`src/rtl/mips16_pkg.sv`:
```
// Shared constants for the 16-bit MIPS core: datapath widths, run-state
// encoding and host command codes.
package mips16_pkg;

  localparam int DATA_W = 16;
  localparam int ADDR_W = 16;

  // Run-state encoding is fixed by the host-visible state port.
  localparam logic [1:0] ST_HALT = 2'b00;
  localparam logic [1:0] ST_RUN  = 2'b01;
  localparam logic [1:0] ST_STEP = 2'b10;

  typedef enum logic [1:0] {
    CMD_RUN  = 2'b00,
    CMD_STOP = 2'b01,
    CMD_STEP = 2'b10,
    CMD_CLR  = 2'b11
  } cmd_e;

endpackage

```
`src/rtl/mips16_run_ctrl_if.sv`:
```
// Host/core-facing bundle of the run controller; master = core and host side,
// slave = the controller itself.
interface mips16_run_ctrl_if;
  import mips16_pkg::*;

  logic              cmd_valid;
  logic [1:0]        cmd;
  logic [ADDR_W-1:0] pc;
  logic              mem_req;
  logic              mem_ready;
  logic              bp_en;
  logic [ADDR_W-1:0] bp_addr;

  logic              cpu_en;
  logic [1:0]        state;
  logic              bp_hit;
  logic              mem_err;
  logic [DATA_W-1:0] retired;

  modport master (
    output cmd_valid, cmd, pc, mem_req, mem_ready, bp_en, bp_addr,
    input  cpu_en, state, bp_hit, mem_err, retired
  );

  modport slave (
    input  cmd_valid, cmd, pc, mem_req, mem_ready, bp_en, bp_addr,
    output cpu_en, state, bp_hit, mem_err, retired
  );

endinterface

```
`src/rtl/mips16_stall_timer.sv`:
```
// Counts consecutive data-memory stall cycles and flags the cycle in which the
// count reaches MEM_TIMEOUT while the stall is still present.
module mips16_stall_timer #(
  parameter int unsigned MEM_TIMEOUT = 15
) (
  input  logic clk,
  input  logic rst_n,
  input  logic i_clr,
  input  logic i_inc,
  output logic o_timeout
);

  localparam logic [7:0] LP_LIMIT = 8'(MEM_TIMEOUT);

  logic [7:0] r_wait_cnt;

  assign o_timeout = i_inc && (r_wait_cnt == LP_LIMIT);

  // NOTE: sequential state uses non-blocking assignments so every register
  // samples pre-edge values regardless of block ordering.
  always_ff @(posedge clk or negedge rst_n) begin
    if (!rst_n) begin
      r_wait_cnt <= 8'd0;
    end else if (i_clr) begin
      r_wait_cnt <= 8'd0;
    end else if (i_inc) begin
      r_wait_cnt <= r_wait_cnt + 8'd1;
    end
  end

endmodule

```
`src/rtl/mips16_run_ctrl.sv`:
```
// Execution controller: commit enable, HALT/RUN/STEP sequencing, memory stall
// timeout and retired-instruction count. Breakpoints need MIPS16_BREAKPOINT_EN.
module mips16_run_ctrl
  import mips16_pkg::*;
#(
  parameter bit          RESET_RUN   = 1'b1,
  parameter int unsigned MEM_TIMEOUT = 15
) (
  input  logic            clk,
  input  logic            rst_n,
  mips16_run_ctrl_if.slave bus
);

  localparam logic [1:0] LP_RST_STATE = RESET_RUN ? ST_RUN : ST_HALT;

  logic [1:0]        r_state;
  logic [1:0]        w_state_nxt;
  logic [DATA_W-1:0] r_retired;
  logic              r_mem_err;
  cmd_e              w_cmd;
  logic              w_exec;
  logic              w_stall;
  logic              w_brk;
  logic              w_cpu_en;
  logic              w_clr;
  logic              w_timeout;
  logic              w_accept;
  logic              w_set_bp;
  logic              w_set_err;
  logic              w_halt_entry;

  assign w_cmd    = cmd_e'(bus.cmd);
  assign w_exec   = (r_state == ST_RUN) || (r_state == ST_STEP);
  assign w_stall  = bus.mem_req && !bus.mem_ready;
  assign w_cpu_en = w_exec && !w_stall && !w_brk;
  assign w_clr    = bus.cmd_valid && (w_cmd == CMD_CLR);

`ifdef MIPS16_BREAKPOINT_EN
  logic r_skip;
  logic r_bp_hit;

  // skip lets a resumed core retire the instruction sitting on the breakpoint.
  assign w_brk = bus.bp_en && (bus.pc == bus.bp_addr) && !r_skip && (r_state == ST_RUN);

  always_ff @(posedge clk or negedge rst_n) begin
    if (!rst_n) begin
      r_skip   <= 1'b0;
      r_bp_hit <= 1'b0;
    end else begin
      if (w_accept)      r_skip <= 1'b1;
      else if (w_cpu_en) r_skip <= 1'b0;

      if (w_set_bp)                r_bp_hit <= 1'b1;
      else if (w_accept || w_clr)  r_bp_hit <= 1'b0;
    end
  end

  assign bus.bp_hit = r_bp_hit;
`else
  logic w_unused;

  assign w_brk      = 1'b0;
  assign bus.bp_hit = 1'b0;
  assign w_unused   = &{1'b0, bus.bp_en, bus.bp_addr, w_set_bp};
`endif

  // Commands outrank internally caused halts; a commit in the same cycle
  // still happens because cpu_en does not look at the command port.
  // NOTE: every output of this block gets a default first so no latch forms.
  always_comb begin
    w_state_nxt = r_state;
    w_accept    = 1'b0;
    w_set_bp    = 1'b0;
    w_set_err   = 1'b0;
    if (bus.cmd_valid && (w_cmd == CMD_STOP)) begin
      w_state_nxt = ST_HALT;
    end else if (bus.cmd_valid && (w_cmd == CMD_RUN) && (r_state != ST_RUN)) begin
      w_state_nxt = ST_RUN;
      w_accept    = 1'b1;
    end else if (bus.cmd_valid && (w_cmd == CMD_STEP) && (r_state == ST_HALT)) begin
      w_state_nxt = ST_STEP;
      w_accept    = 1'b1;
    end else if (bus.cmd_valid && (w_cmd == CMD_STEP) && (r_state == ST_RUN)) begin
      w_state_nxt = ST_STEP;
    end else if (w_brk) begin
      w_state_nxt = ST_HALT;
      w_set_bp    = 1'b1;
    end else if ((r_state == ST_STEP) && w_cpu_en) begin
      w_state_nxt = ST_HALT;
    end else if (w_timeout) begin
      w_state_nxt = ST_HALT;
      w_set_err   = 1'b1;
    end
  end

  assign w_halt_entry = (w_state_nxt == ST_HALT) && (r_state != ST_HALT);

  mips16_stall_timer #(
    .MEM_TIMEOUT (MEM_TIMEOUT)
  ) u_stall_timer (
    .clk       (clk),
    .rst_n     (rst_n),
    .i_clr     (w_cpu_en || w_halt_entry),
    .i_inc     (w_exec && w_stall),
    .o_timeout (w_timeout)
  );

  always_ff @(posedge clk or negedge rst_n) begin
    if (!rst_n) begin
      r_state   <= LP_RST_STATE;
      r_retired <= '0;
      r_mem_err <= 1'b0;
    end else begin
      r_state <= w_state_nxt;

      if (w_clr)         r_retired <= '0;
      else if (w_cpu_en) r_retired <= r_retired + 1'b1;

      if (w_set_err)               r_mem_err <= 1'b1;
      else if (w_accept || w_clr)  r_mem_err <= 1'b0;
    end
  end

  assign bus.cpu_en  = w_cpu_en;
  assign bus.state   = r_state;
  assign bus.mem_err = r_mem_err;
  assign bus.retired = r_retired;

endmodule

```
`src/flat_wrapper.sv`:
```
// flat-port wrapper written by rule: the top's interface ports become plain ports
module mips16_run_ctrl_flat import mips16_pkg::*;
#(
  parameter bit          RESET_RUN   = 1'b1,
  parameter int unsigned MEM_TIMEOUT = 15
)
  (clk, rst_n, bus_cmd_valid, bus_cmd, bus_pc, bus_mem_req, bus_mem_ready, bus_bp_en, bus_bp_addr, bus_cpu_en, bus_state, bus_bp_hit, bus_mem_err, bus_retired);
  mips16_run_ctrl_if bus_i ();
  input  logic clk;
  input  logic rst_n;
  input wire logic [$bits(bus_i.cmd_valid)-1:0] bus_cmd_valid;
  input wire logic [$bits(bus_i.cmd)-1:0] bus_cmd;
  input wire logic [$bits(bus_i.pc)-1:0] bus_pc;
  input wire logic [$bits(bus_i.mem_req)-1:0] bus_mem_req;
  input wire logic [$bits(bus_i.mem_ready)-1:0] bus_mem_ready;
  input wire logic [$bits(bus_i.bp_en)-1:0] bus_bp_en;
  input wire logic [$bits(bus_i.bp_addr)-1:0] bus_bp_addr;
  output wire logic [$bits(bus_i.cpu_en)-1:0] bus_cpu_en;
  output wire logic [$bits(bus_i.state)-1:0] bus_state;
  output wire logic [$bits(bus_i.bp_hit)-1:0] bus_bp_hit;
  output wire logic [$bits(bus_i.mem_err)-1:0] bus_mem_err;
  output wire logic [$bits(bus_i.retired)-1:0] bus_retired;
  assign bus_i.cmd_valid = bus_cmd_valid;
  assign bus_i.cmd = bus_cmd;
  assign bus_i.pc = bus_pc;
  assign bus_i.mem_req = bus_mem_req;
  assign bus_i.mem_ready = bus_mem_ready;
  assign bus_i.bp_en = bus_bp_en;
  assign bus_i.bp_addr = bus_bp_addr;
  assign bus_cpu_en = bus_i.cpu_en;
  assign bus_state = bus_i.state;
  assign bus_bp_hit = bus_i.bp_hit;
  assign bus_mem_err = bus_i.mem_err;
  assign bus_retired = bus_i.retired;
  mips16_run_ctrl #(.RESET_RUN(RESET_RUN), .MEM_TIMEOUT(MEM_TIMEOUT)) u_core (.clk(clk), .rst_n(rst_n), .bus(bus_i));
endmodule
```
`config.mk`:
```
export PLATFORM = sky130hd
export DESIGN_NAME = mips16_run_ctrl_flat
export DESIGN_NICKNAME = d
export VERILOG_FILES = /design/src/rtl/mips16_pkg.sv /design/src/rtl/mips16_run_ctrl_if.sv /design/src/rtl/mips16_stall_timer.sv /design/src/rtl/mips16_run_ctrl.sv /design/src/flat_wrapper.sv
export SDC_FILE = /design/constraint.sdc
export NUM_CORES = 1
export LEC_CHECK = 0
export ABC_AREA = 0
export CAP_MARGIN = 10
export CORE_UTILIZATION = 38
export CTS_CLUSTER_DIAMETER = 150
export CTS_CLUSTER_SIZE = 40
export DETAILED_ROUTE_END_ITERATION = 10
export MAX_ROUTING_LAYER = met4
export PLACE_DENSITY_LB_ADDON = 0.05
export SLEW_MARGIN = 20
export SYNTH_ARGS = -nofsm -noshare
export SYNTH_HDL_FRONTEND = slang
export SYNTH_SLANG_ARGS = --single-unit
```
`constraint.sdc`:
```
create_clock -name clk -period 2.3 [get_ports clk]
set_clock_uncertainty 0.15 [all_clocks]
set_input_delay 0.46 -clock clk [delete_from_list [all_inputs] [get_ports clk]]
set_output_delay 0.46 -clock clk [all_outputs]
set_load 0.05 [all_outputs]
```
After elaboration in Yosys (flattened, before gate mapping):

Index checks and enable logic that the tools add are counted.
Widths: inputs -> output; s select.

* input bits: 40
* output and inout bits: 21
* register bits after elaboration: 27

* $add $sub $neg: 2
* muxes and demuxes: 21
* reductions and logical operators: 25
* equality and inequality tests: 7

Operators with widths (number)
* $mux 16: 2
* $add 16x1->16 const B: 1
* $mux 8: 2
* $logic_and 1x1->1: 13
* $mux 2: 6
* $mux 1: 11
* $add 8x1->8 const B: 1
* $eq 8x4->1 const B: 1
* $reduce_bool 2->1: 4
* $eq 2x2->1 const B: 3
* $logic_not 2->1: 3
* $eq 2x1->1 const B: 2
* $logic_or 1x1->1: 3
* $logic_not 1->1: 2
* $ne 2x1->1 const B: 1

Depth between registers and ports, before layout:

Gate-level depths: netlist of run 1.

* depth in word-level cells: 14
* mapped depth: 6
* mapped depth without buffers: 6

Cells and area by module:

Synthesis of run 1 repeated with hierarchy kept, for this count alone.

* cells, all modules: 170
* area total of the unflattened synthesis: 1592.8 um2

Modules (own cells, without submodules)
* mips16_run_ctrl: instances 1, area an instance 1178.6 um2, cells an instance 130
* mips16_stall_timer: instances 1, area an instance 414.1 um2, cells an instance 40

Worst setup path before layout of run 1:

Ideal clock, no wire load.

* path type: flip-flop to flip-flop
* from: reg u_core.r_state[0], in the netlist u_core.bus.state[0]
* to: reg u_core.u_stall_timer.r_wait_cnt[5]
* setup slack: -393 ps
* arrival: 2397 ps
* setup time: 146 ps
* period minus slack after synthesis: 2693 ps
* stages on the path, launching flop included: 7
* required time: 2004 ps
* path through: dfstp_2 inv_1 ha_1 nand3b_2 or4_4 a311oi_4 a22oi_1

* cells in the longest elaborated chain, start to end: 14
* elaborated cells on any way between the ends: 24
* those cells by class: eq/ne: 3; mux: 7; reduce/logical: 14

Ends and longest elaborated chain
* from (decl): line mips16_run_ctrl.sv:16 `logic [1:0] r_state;`
* from (signal assigned): line mips16_run_ctrl.sv:114 `r_state <= w_state_nxt;`
* $eq 2x1->1 or $eq 2x2->1 (tied branches): line mips16_run_ctrl.sv:33, mips16_run_ctrl.sv:83, mips16_run_ctrl.sv:88
* $logic_or 1x1->1: line mips16_run_ctrl.sv:33 `assign w_exec = (r_state == ST_RUN) || (r_state == ST_STEP);`
* $logic_and 1x1->1: line mips16_run_ctrl.sv:104 `.i_inc (w_exec && w_stall),`
* $logic_and 1x1->1: line mips16_stall_timer.sv:17 `assign o_timeout = i_inc && (r_wait_cnt == LP_LIMIT);`
* $mux 2: line mips16_run_ctrl.sv:90 `end else if (w_timeout) begin`
* $mux 2: line mips16_run_ctrl.sv:88 `end else if ((r_state == ST_STEP) && w_cpu_en) begin`
* $mux 2: line mips16_run_ctrl.sv:83 `end else if (bus.cmd_valid && (w_cmd == CMD_STEP) && (r_state == ST_RUN)) begin`
* $mux 2: line mips16_run_ctrl.sv:80 `end else if (bus.cmd_valid && (w_cmd == CMD_STEP) && (r_state == ST_HALT)) begin`
* $mux 2: line mips16_run_ctrl.sv:77 `end else if (bus.cmd_valid && (w_cmd == CMD_RUN) && (r_state != ST_RUN)) begin`
* $mux 2: line mips16_run_ctrl.sv:75 `if (bus.cmd_valid && (w_cmd == CMD_STOP)) begin`
* $logic_not 2->1: line mips16_run_ctrl.sv:96 `assign w_halt_entry = (w_state_nxt == ST_HALT) && (r_state != ST_HALT);`
* $logic_and 1x1->1: line mips16_run_ctrl.sv:96
* $logic_or 1x1->1: line mips16_run_ctrl.sv:103 `.i_clr (w_cpu_en || w_halt_entry),`
* $mux 8 or $reduce_bool 2->1 (tied branches)
* to (signal assigned): line mips16_stall_timer.sv:27 `r_wait_cnt <= r_wait_cnt + 8'd1;`
* to (decl): line mips16_stall_timer.sv:15 `logic [7:0] r_wait_cnt;`

Several ways; a longest one is shown, not always the timed one.
A chain may end at the register's enable or synchronous reset.

Final worst setup path of run 1:

* from: reg u_core.r_state[0], in the netlist u_core.bus.state[0]
* to: reg u_core.u_stall_timer.r_wait_cnt[7]

The elaborated chain is that of the path after synthesis.

==> results of run 1 <==
==> final timing paths <==
check | to | slack (ns)
min reg2reg | u_core.bus.mem_err | 0.40
max in group asynchronous | u_core.bus.state[0] | 1.28
max | u_core.u_stall_timer.r_wait_cnt[7] | 0.05
max reg2reg | u_core.u_stall_timer.r_wait_cnt[7] | 0.05
min in group clk | u_core.bus.mem_err | 0.40
min | u_core.bus.retired[7] | 0.39
==> sequential cells by signal, indices dropped and copies added, names as in the netlist <==
register and count:
u_core.bus.state 2, u_core.bus.retired 16, u_core.u_stall_timer.r_wait_cnt 8, u_core.bus.mem_err 1
==> final cells by class <==
class                      count  area share (%)
multi-input combinational    131            41.1
inverter                       8            1.63
timing repair buffer          52            21.5
clock buffer                   3            1.86
clock inverter                 1           0.338
sequential                    27            30.7
tap                           50            2.82
==> logic make-up (layout without fill, tap and decap cells) <==
| kind of cell | Yosys count | count (layout) | share of synthesized area, % |
|---|---|---|---|
| simple gates | 68 | 68 | 24.9 |
| compound gates | 52 | 52 | 21.2 |
| flops | 27 | 27 | 42.7 |
| buf+inv | 16 | 64 | 4.10 |
| fa+ha+maj | 5 | 5 | 3.95 |
| xor+xnor | 3 | 3 | 1.66 |
| mux | 2 | 2 | 1.26 |
| other cells | 1 | 1 | 0.237 |
==> critical path, cell delays in order, from the launching register on <==
cell,delay [ns]
dfstp_4,0.64
inv_4,0.04
ha_4,0.28
nand3b_4,0.07
or4_4,0.47
a311oi_4,0.24
buf_6,0.17
a211oi_1,0.08
==> report_power, final <==
group          switching, mW  internal [mW]  total, mW
combinational          0.653          0.531       1.18
clock                  0.166          0.123      0.290
sequential            0.0609          0.539      0.599
==> what timing repair did <==
item / 4_1_cts / 5_1_grt
setup endpoints to repair: 7 / 16
hold buffers: 0 / 0
pin swaps: 1 / 10
resized for setup: 5 / 8
buffers inserted: 2 / 2
==> metrics by stage <==
step	worst slack (ns)	power, mW
finish	0.0480	2.07
global route	-0.0344	2.20
CTS	0.00380	2.04
detailed placement	-0.177	1.65
global placement	-0.0994	1.63
floorplan	-0.104	1.25
==> per-layer routing <==
layer	track usage, %	vias up	part of all wire, %
met5	-	-	0
met4	5.05	0	0
met3	2.23	0	2.7
met2	35.2	27	53
met1	23.8	729	44
li1	-	743	-
==> layout by cell type, fill, tap and decap left out, types with 3 or more instances in the layout <==
cell,Yosys,routed
o31ai_1,5,5
dfrtp_1,26,25
buf_4,1,24
or3_1,6,5
nand4_1,6,6
and3_1,5,5
a21oi_1,22,20
nand2_1,10,9
and4_1,3,3
o21ai_0,11,11
inv_1,8,6
or4_1,5,5
clkbuf_8,0,3
nor2_1,8,8
ha_1,5,4
nand3_1,10,10
clkdlybuf4s50_1,0,24
==> summary.txt, run 1 <==
CTS
  – CTS clock-pin slew for the worst setup and hold paths: 0.11 ns
  – Clock buffer depth: 2
  – Clock buffer count from CTS: 3
  – CTS tree: built
  – Clock Sinks: 27
  – Root buf cell: clkbuf_8
  – CTS H-tree lvls: 1
  – Worst skew pair latency: 0.28 ns

Synthesis
  – Cells after Synth: around 170
  – Synth area leaders: dfrtp_1 (41%), a21oi_1 (6.9%), ha_1 (3.9%)
  – Post-synth cell types: roughly 40
  – Mean post-synth cell area: 9.11 um^2
  – Synth async-reset ratio: 100%
  – Flop and latch count out of synthesis: 27
  – Number of flops mapped to enable cells by yosys: 0
  – Synth area leader: dfrtp_1
  – Most used DFF post-synth: dfrtp_1
  – Mapped Area: 0.00159 mm^2
  – Yosys top cell area share: 41.0%
  – Top-count cell post-synth: dfrtp_1
  – Seq/Total Area, Yosys: 42.7%
  – Syn. warnings: 0
  – Net Count, Synth: between 200 and 250
  – Post-synth top cells: dfrtp_1 (26), a21oi_1 (22), o21ai_0 (11), nand2_1 (10), nand3_1 (10)

Setup path
  – CP endpoint kind: flop
  – Critical path fanouts, max: 8
  – Worst endpoint required time: 2.31 ns
  – Crit Path Category: flop to flop
  – Arrival @ worst endpoint: 2.26 ns
  – Worst Setup Start Kind: flop
  – FF-to-FF path depth: 7
  – Worst R2R Start: u_core.bus.state[0]
  – Critical Path Source: u_core.bus.state[0]

Routing
  – Post-route ant nets: 0
  – Vias/cell: 5.51
  – Wirelength per Cell: 14.5 um
  – DRC violations left: 0
  – DRT iter0 DRCs: just under 80
  – DRT Wirelength: 3950 um
  – First-pass DRT Iterations: 4
  – DR vias: roughly 1500

STA
  – Final cycle utilization of the critical path: 97.9%
  – Final setup TNS: 0 ns
  – Post-layout min period: 2.25 ns
  – Min Hold Slack: 0.393 ns
  – RSZ-0062 raised after global routing: yes
  – Peak Freq: 0.444 GHz
  – Final hold vios: 0
  – Worst slew margin: about 66%
  – Least-Margin Pin Slew: around 0.50 ns
  – Fin. max-slew vios: 0
  – Final setup violation count: 0

Final layout
  – Register area: 682 um^2
  – Finished Layout Cells: ~270
  – Syn-to-layout area delta: 40.0%
  – Fillers: 379
  – Final Cell Area: 0.00222 mm^2
  – Nets: around 270
  – Final core utilization: 55.5%
  – Ant. Diodes: 0
  – Area occupied by multi-input gates: approximately 900 um^2
  – Share of layout cells above drive strength 1: 23.0%

Placed design
  – Dpl hpwl: between 2000 and 3000 um
  – DP Area: 0.00209 mm^2
  – Routability cong.: ~0.83
  – Port bufs: 26
  – Cell Count Post-Placement: 264

Floorplan
  – DIE HEIGHT: 66.6 um
  – I/O pins: 61
  – Num rows: 23
  – Full die area: between 0.004 and 0.005 mm^2
  – Initial core utilization: 39.6%
  – Chip Width: approximately 67 um
  – Core area: approximately 0.004 mm^2

Global routing
  – Vias in the first global route: 1529
  – First-pass GRT wire length: roughly 6700 um
  – GRT Residual Overflow: 0
  – Total global-route track usage: 19.9%
  – Number of antenna violations at the first check in global routing: 0
  – Pin count of the biggest net entering global routing: 28

Worst hold path
  – Hold WC Path Type: primary input to async pin

Power
  – P_leak: 0.941 nW
  – Worst VDD drop: 0.667 mV
  – Pwr dens: between 900 and 1000 mW/mm^2

Job
  – Max Cap Viol: 0

Run status
  – Status: completed
Power figures use the tool's default switching activity.
==> run 2: changes to the inputs <==
--- a/config.mk
+++ b/config.mk
@@ -13,6 +13,7 @@
 export DETAILED_ROUTE_END_ITERATION = 10
 export MAX_ROUTING_LAYER = met4
 export PLACE_DENSITY_LB_ADDON = 0.05
+export REMOVE_ABC_BUFFERS = 1
 export SLEW_MARGIN = 20
 export SYNTH_ARGS = -nofsm -noshare
 export SYNTH_HDL_FRONTEND = slang
==> run 2 against run 1 <==
  * Sequential power is 3.3% lower
  * Worst hold slack better by 0.0090 ns
  * Total power fell by 1.2%
  * Core utilization up 0.16 points
  * Largest cell class unchanged
  * Die area unchanged
  * Via count grew 3.2%
  * Largest power group unchanged
  * First-iteration DRC count down 18%
  * Final cell count rose by 1.1%
  * Highest routed layer is now met4
  * Combinational power hardly changed
==> summary.txt, run 2 (synthesis gave the netlist of run 1 again) <==
Setup path
  – Critical path fanouts, max: 4
  – Crit Path Category: flop to flop
  – FF-to-FF path depth: 8
  – Critical R2R Capture: u_core.u_stall_timer.r_wait_cnt[4]
  – Largest stage delay, worst path: between 0.5 and 0.6 ns
  – Worst R2R Start: u_core.bus.state[0]
  – Worst endpoint required time: 2.32 ns
  – Worst Setup Start Kind: flop
  – Top delay family on crit path: simple AND/OR/NAND/NOR gates
  – Slowest CP cell: dfstp_2
  – Arrival @ worst endpoint: ~2.3 ns
  – Cells along the critical path: inv_2 -> ha_4 -> nand3b_4 -> or4_4 -> buf_6 -> a31oi_4 -> buf_4 -> a21oi_1
  – Buf/Inv on CP: 3
  – FF-to-FF setup slack: 0.05 ns
  – CP endpoint kind: flop

Final layout
  – Ant. Diodes: 0
  – Share of layout cells above drive strength 1: 22.2%
  – Commonest non-fill, non-tap cells in the layout: dfrtp_1 (26), buf_4 (25), clkdlybuf4s50_1 (23)
  – Syn-to-layout area delta: 40.4%
  – Largest register FFs: 16
  – Fillers: 370
  – Commonest non-fill, non-tap cell in the layout: dfrtp_1
  – Finished Layout Cells: 275
  – Nets: 271

Floorplan
  – Core area: 0.00400 mm^2
  – I/O pins: 61
  – Chip Width: ~67 um
  – Num rows: 23
  – DIE HEIGHT: 66.6 um
  – Full die area: 0.00443 mm^2
  – Initial core utilization: approximately two fifths

Power
  – Worst VDD drop: around 0.51 mV
  – Pwr dens: 920 mW/mm^2
  – P_leak: 0.972 nW
  – Overall Power: a little over 2 mW

CTS
  – Clock buffer depth: 2
  – Worst skew pair latency: 0.28 ns
  – CTS clock-pin slew for the worst setup and hold paths: 0.11 ns
  – Clock Sinks: 27
  – Clock buffer count from CTS: 3
  – Root buf cell: clkbuf_8
  – CTS tree: built
  – CTS H-tree lvls: 1

STA
  – Worst slew margin: 66.4%
  – Least-Margin Pin Slew: 0.502 ns
  – Final hold vios: 0
  – Peak Freq: about 0.45 GHz
  – Final cycle utilization of the critical path: roughly 100%
  – Min Hold Slack: ~0.4 ns
  – Post-layout min period: 2.25 ns
  – Setup ws final: 0.0530 ns
  – Fin. max-slew vios: 0
  – Final setup violation count: 0

Global routing
  – Number of antenna violations at the first check in global routing: 0
  – Total global-route track usage: 20.2%
  – First-pass GRT wire length: 6690 um
  – Pin count of the biggest net entering global routing: 28
  – GRT Residual Overflow: 0
  – Vias in the first global route: ~1500

Routing
  – DR vias: 1547
  – DRT Wirelength: between 4000 and 5000 um
  – First-pass DRT Iterations: 4
  – DRT iter0 DRCs: 64
  – Wirelength per Cell: approximately 15 um
  – Post-route ant nets: 0
  – Vias/cell: 5.63
  – DRC violations left: 0

Placed design
  – Port bufs: 26
  – Cell Count Post-Placement: roughly 270
  – Routability cong.: 0.847
  – Dpl hpwl: 2820 um
  – Place WS: -0.256 ns

Worst hold path
  – Hold WC Path Type: primary input to async pin

Run status
  – Status: completed

Job
  – Max Cap Viol: 0
-- run 2: changes by cell type in the layout (fill, tap and decap cells not counted), sizes merged --
cell,change
clkinvlp,-1
dlymetal6s2s,+1
inv,+1
buf,+3
clkdlybuf4s50,-1
-- run 2: area by class of cell --
cell class              instances  area [um^2]  share of cell area, %
multi-input cells             131          897                   40.3
flip-flops and latches         27          677                   30.4
repair buffers                 55          510                   22.9
well taps                      50         62.6                   2.81
clock buffers                   3         41.3                   1.85
inverters                       8         30.0                   1.35
clock inverters                 1         7.51                  0.337
-- run 2: worst max-delay path by stage --
stage                                    from                                  to  cells after the start
after floorplan           u_core.bus.state[0]  u_core.u_stall_timer.r_wait_cnt[5]                      6
after global placement          bus_mem_ready  u_core.u_stall_timer.r_wait_cnt[5]                      7
after detailed placement        bus_mem_ready  u_core.u_stall_timer.r_wait_cnt[5]                      7
after CTS                 u_core.bus.state[0]                          bus_cpu_en                      6
after global routing      u_core.bus.state[0]               u_core.bus.retired[5]                      7
final                     u_core.bus.state[0]  u_core.u_stall_timer.r_wait_cnt[4]                      8
-- run 2: layer usage --
layer  vias to the layer above  routed length [um]  GRT usage, %
met1                       770                1810          23.6
li1                        756                   -             -
met4                         0                  24          5.85
met5                         -                   0             -
met3                         2                  67          2.05
met2                        19                2100          36.4
-- run 2: repair_timing --
action                                  4_1_cts  5_1_grt
buffers inserted                              0        5
pin swaps                                     1        6
endpoints found under the setup margin       15       18
cloned                                        1        0
hold buffers                                  0        0
resized for setup                             7       12
-- run 2: where the power goes --
part | total, mW | internal, mW | switching [mW] | leakage (nW)
clock | 0.285 | 0.123 | 0.162 | 0.0217
combinational | 1.18 | 0.545 | 0.637 | 0.582
sequential | 0.579 | 0.531 | 0.0483 | 0.369
total | 2.05 | 1.20 | 0.848 | 0.972
-- run 2: worst register-to-register path, stage by stage, from the launching register on --
cell and delay [ns]:
dfstp_2 0.55, inv_2 0.05, ha_4 0.29, nand3b_4 0.08, or4_4 0.52, buf_6 0.15, a31oi_4 0.15, buf_4 0.17
a21oi_1 0.06
-- run 2: per-stage QoR --
step | setup TNS [ns] | instance area, um^2 | util, %
floorplan | -6.42 | 1550 | -
global placement | -2.76 | 2050 | 51.3
detailed placement | -3.80 | 2050 | 51.3
CTS | 0 | 2140 | 53.6
global route | -0.0180 | 2230 | 55.6
finish | 0 | 2230 | 55.6
==> run 3: changes to the inputs <==
--- a/config.mk
+++ b/config.mk
@@ -5,12 +5,12 @@
 export SDC_FILE = /design/constraint.sdc
 export NUM_CORES = 1
 export LEC_CHECK = 0
-export ABC_AREA = 0
+export ABC_AREA = 1
 export CAP_MARGIN = 10
 export CORE_UTILIZATION = 38
 export CTS_CLUSTER_DIAMETER = 150
-export CTS_CLUSTER_SIZE = 40
 export DETAILED_ROUTE_END_ITERATION = 10
+export GPL_TIMING_DRIVEN = 0
 export MAX_ROUTING_LAYER = met4
 export PLACE_DENSITY_LB_ADDON = 0.05
 export REMOVE_ABC_BUFFERS = 1
==> run 3 against run 2 <==
  * Non-clock buffer count decreased by 29
  * Via count decreased by 4.9%
  * Register-to-register slack improved by 0.12 ns
  * Global-route usage decreased by 1.0 points
  * Combinational power decreased by 5%
  * Critical path type is now flop to primary output
==> summary.txt, run 3 <==
Run status
  – Status: completed

Floorplan
  – Num rows: 23
  – Full die area: 0.00461 mm^2
  – Initial core utilization: 40.4%
  – Core area: 0.00409 mm^2
  – I/O pins: roughly 60
  – Chip Width: 67.9 um
  – DIE HEIGHT: 67.9 um

Placed design
  – Routability cong.: 0.841
  – Dpl hpwl: roughly 2800 um
  – Cell Count Post-Placement: around 290
  – Place WS: -0.527 ns
  – Port bufs: 26
  – DP Area: 0.00196 mm^2

Final layout
  – Finished Layout Cells: 291
  – Commonest non-fill, non-tap cell in the layout: nand2_1
  – Share of layout cells above drive strength 1: 9.54%
  – Largest register FFs: 16
  – Commonest non-fill, non-tap cells in the layout: nand2_1 (33), inv_1 (32), dfrtp_1 (26)
  – Ant. Diodes: 0
  – Syn-to-layout area delta: 23.1%
  – Final Cell Area: 0.00203 mm^2
  – Nets: 287
  – Fillers: 417

CTS
  – Root buf cell: clkbuf_8
  – Clock buffer count from CTS: 3
  – Clock buffer depth: 2
  – Worst skew pair latency: 0.27 ns
  – CTS tree: built
  – Setup bufs post-CTS: 0
  – CTS H-tree lvls: 1
  – CTS clock-pin slew for the worst setup and hold paths: roughly 0.10 ns
  – Clock Sinks: 27

STA
  – Post-layout min period: 2.22 ns
  – Final hold vios: 0
  – Final setup TNS: 0 ns
  – Fin. max-slew vios: 0
  – Setup ws final: around 0.08 ns
  – Final setup violation count: 0
  – Final cycle utilization of the critical path: 96.6%
  – Least-Margin Pin Slew: 0.629 ns
  – Worst slew margin: 58.1%
  – Peak Freq: 0.450 GHz
  – Min Hold Slack: 0.0418 ns

Routing
  – DRT Wirelength: 3740 um
  – Vias/cell: 5.05
  – DR vias: around 1500
  – Post-route ant nets: 0
  – DRT iter0 DRCs: 61
  – DRC violations left: 0
  – First-pass DRT Iterations: 4
  – Wirelength per Cell: 12.8 um

Setup path
  – FF-to-FF setup slack: 0.17 ns
  – Cells along the critical path: inv_1 -> ha_4 -> nand2_4 -> inv_4 -> buf_8
  – FF-to-FF path depth: 9
  – Arrival @ worst endpoint: 1.61 ns
  – Critical Path Source: u_core.bus.state[0]
  – Worst Setup Start Kind: flop
  – Worst endpoint required time: between 1.5 and 2 ns
  – Critical path fanouts, max: 6
  – Worst R2R Start: u_core.bus.state[0]
  – Critical Path Sink: bus_cpu_en
  – Slowest CP cell: dfstp_2
  – Crit Path Category: flop to primary output
  – CP endpoint kind: primary output
  – Largest stage delay, worst path: 0.57 ns
  – Critical R2R Capture: u_core.u_stall_timer.r_wait_cnt[7]

Synthesis
  – Post-synth cell types: 33
  – Number of flops mapped to enable cells by yosys: 0
  – Syn. warnings: 0
  – Mean post-synth cell area: 7.75 um^2
  – Synth area leader: dfrtp_1
  – Mapped Area: 0.00165 mm^2
  – Post-synth top cells: nand2_1 (34), inv_1 (33), dfrtp_1 (26), nor2_1 (25), nand3_1 (20)
  – Most used DFF post-synth: dfrtp_1
  – Cells after Synth: around 210
  – Flop and latch count out of synthesis: 27
  – Synth area leaders: dfrtp_1 (39%), nand2_1 (7.7%), inv_1 (7.5%)
  – Synth async-reset ratio: 100%
  – Top-count cell post-synth: nand2_1
  – Seq/Total Area, Yosys: 41.0%
  – Yosys top cell area share: approximately 39%

Global routing
  – Total global-route track usage: 19.2%
  – Number of antenna violations at the first check in global routing: 0
  – Pin count of the biggest net entering global routing: 28
  – GRT Residual Overflow: 0
  – Vias in the first global route: 1391
  – First-pass GRT wire length: 6410 um

Power
  – Pwr dens: 1010 mW/mm^2
  – P_leak: 0.909 nW
  – Worst VDD drop: about 0.45 mV

Worst hold path
  – Hold WC Path Type: primary input to async pin

Job
  – Max Cap Viol: 0
==> run 3: cell types whose count changed after synthesis, moves of 4 or more <==
| cell | previous run | this run |
|---|---|---|
| or4_1 | 5 | 0 |
| or3_1 | 6 | 0 |
| nor3_1 | 2 | 8 |
| and3_1 | 5 | 1 |
| nand3_1 | 10 | 20 |
| inv_1 | 8 | 33 |
| nand2_1 | 10 | 34 |
| a21oi_1 | 22 | 11 |
| nor2_1 | 8 | 25 |
| clkbuf_1 | 6 | 1 |
==> run 3: critical path: cells and delay by family (launching register included) <==
family | cells | cell delay (ns)
DFF | 1 | 0.57
and+or+nand+nor | 1 | 0.11
buffers and inverters | 3 | 0.32
adders and majority gates | 1 | 0.33
==> run 3: power breakdown <==
part / leakage, nW / internal, mW / total, mW / switching (mW)
Sequential: 0.367 / 0.561 / 0.652 / 0.0911
Clock: 0.0228 / 0.124 / 0.276 / 0.151
Combinational: 0.519 / 0.371 / 1.12 / 0.745
Total: 0.909 / 1.06 / 2.04 / 0.987
==> run 3: cell type report <==
type                    count  area [um^2]  area share (%)
multi-input cells         150          855            42.1
flip-flops and latches     27          677            33.3
repair buffers             26          263            12.9
inverters                  34          130            6.40
well taps                  50         62.6            3.08
clock buffers               4         45.0            2.22
==> run 3: per-layer routing <==
layer	vias to the layer above	part of all wire [%]	GRT usage [%]
met5	-	0	-
met4	0	0.64	4.69
met3	2	3.4	2.00
met2	31	43	27.4
met1	681	53	28.7
li1	757	-	-
==> run 3: worst min path at each step <==
stage,end,slack (ns),cells past startpoint
global placement,u_core.bus.retired[15],0.37,2
floorplan,u_core.bus.mem_err,0.01,0
global route,u_core.u_stall_timer.r_wait_cnt[7],0.1,1
finish,u_core.u_stall_timer.r_wait_cnt[7],0.04,1
detailed placement,u_core.u_stall_timer.r_wait_cnt[6],0.37,1
CTS,u_core.u_stall_timer.r_wait_cnt[6],0.07,1
==> run 3: cell families after synthesis <==
group	count (synthesis)	synth area share [%]
other	1	0.227
AOI/OAI and AO/OA	31	11.4
adders and majority gates	5	3.79
DFF	27	41.0
xor gates and xnor gates	4	2.12
buffers and inverters	36	8.42
and+or+nand+nor	109	33.1
==> run 3: stage by stage <==
stage	power, mW	util (%)
2_1_floorplan	1.40	-
3_3_place_gp	1.71	48.0
3_5_place_dp	1.71	47.9
4_1_cts	2.03	49.3
5_1_grt	2.19	49.7
6_report	2.04	49.7
==> run 3: repair_timing <==
action / in CTS / in global routing
pin swaps: 0 / 1
hold buffers: 0 / 0
endpoints found under the hold margin: 0 / 0
setup endpoints to repair: 8 / 4
cloned: 0 / 0
gates resized for setup: 10 / 5
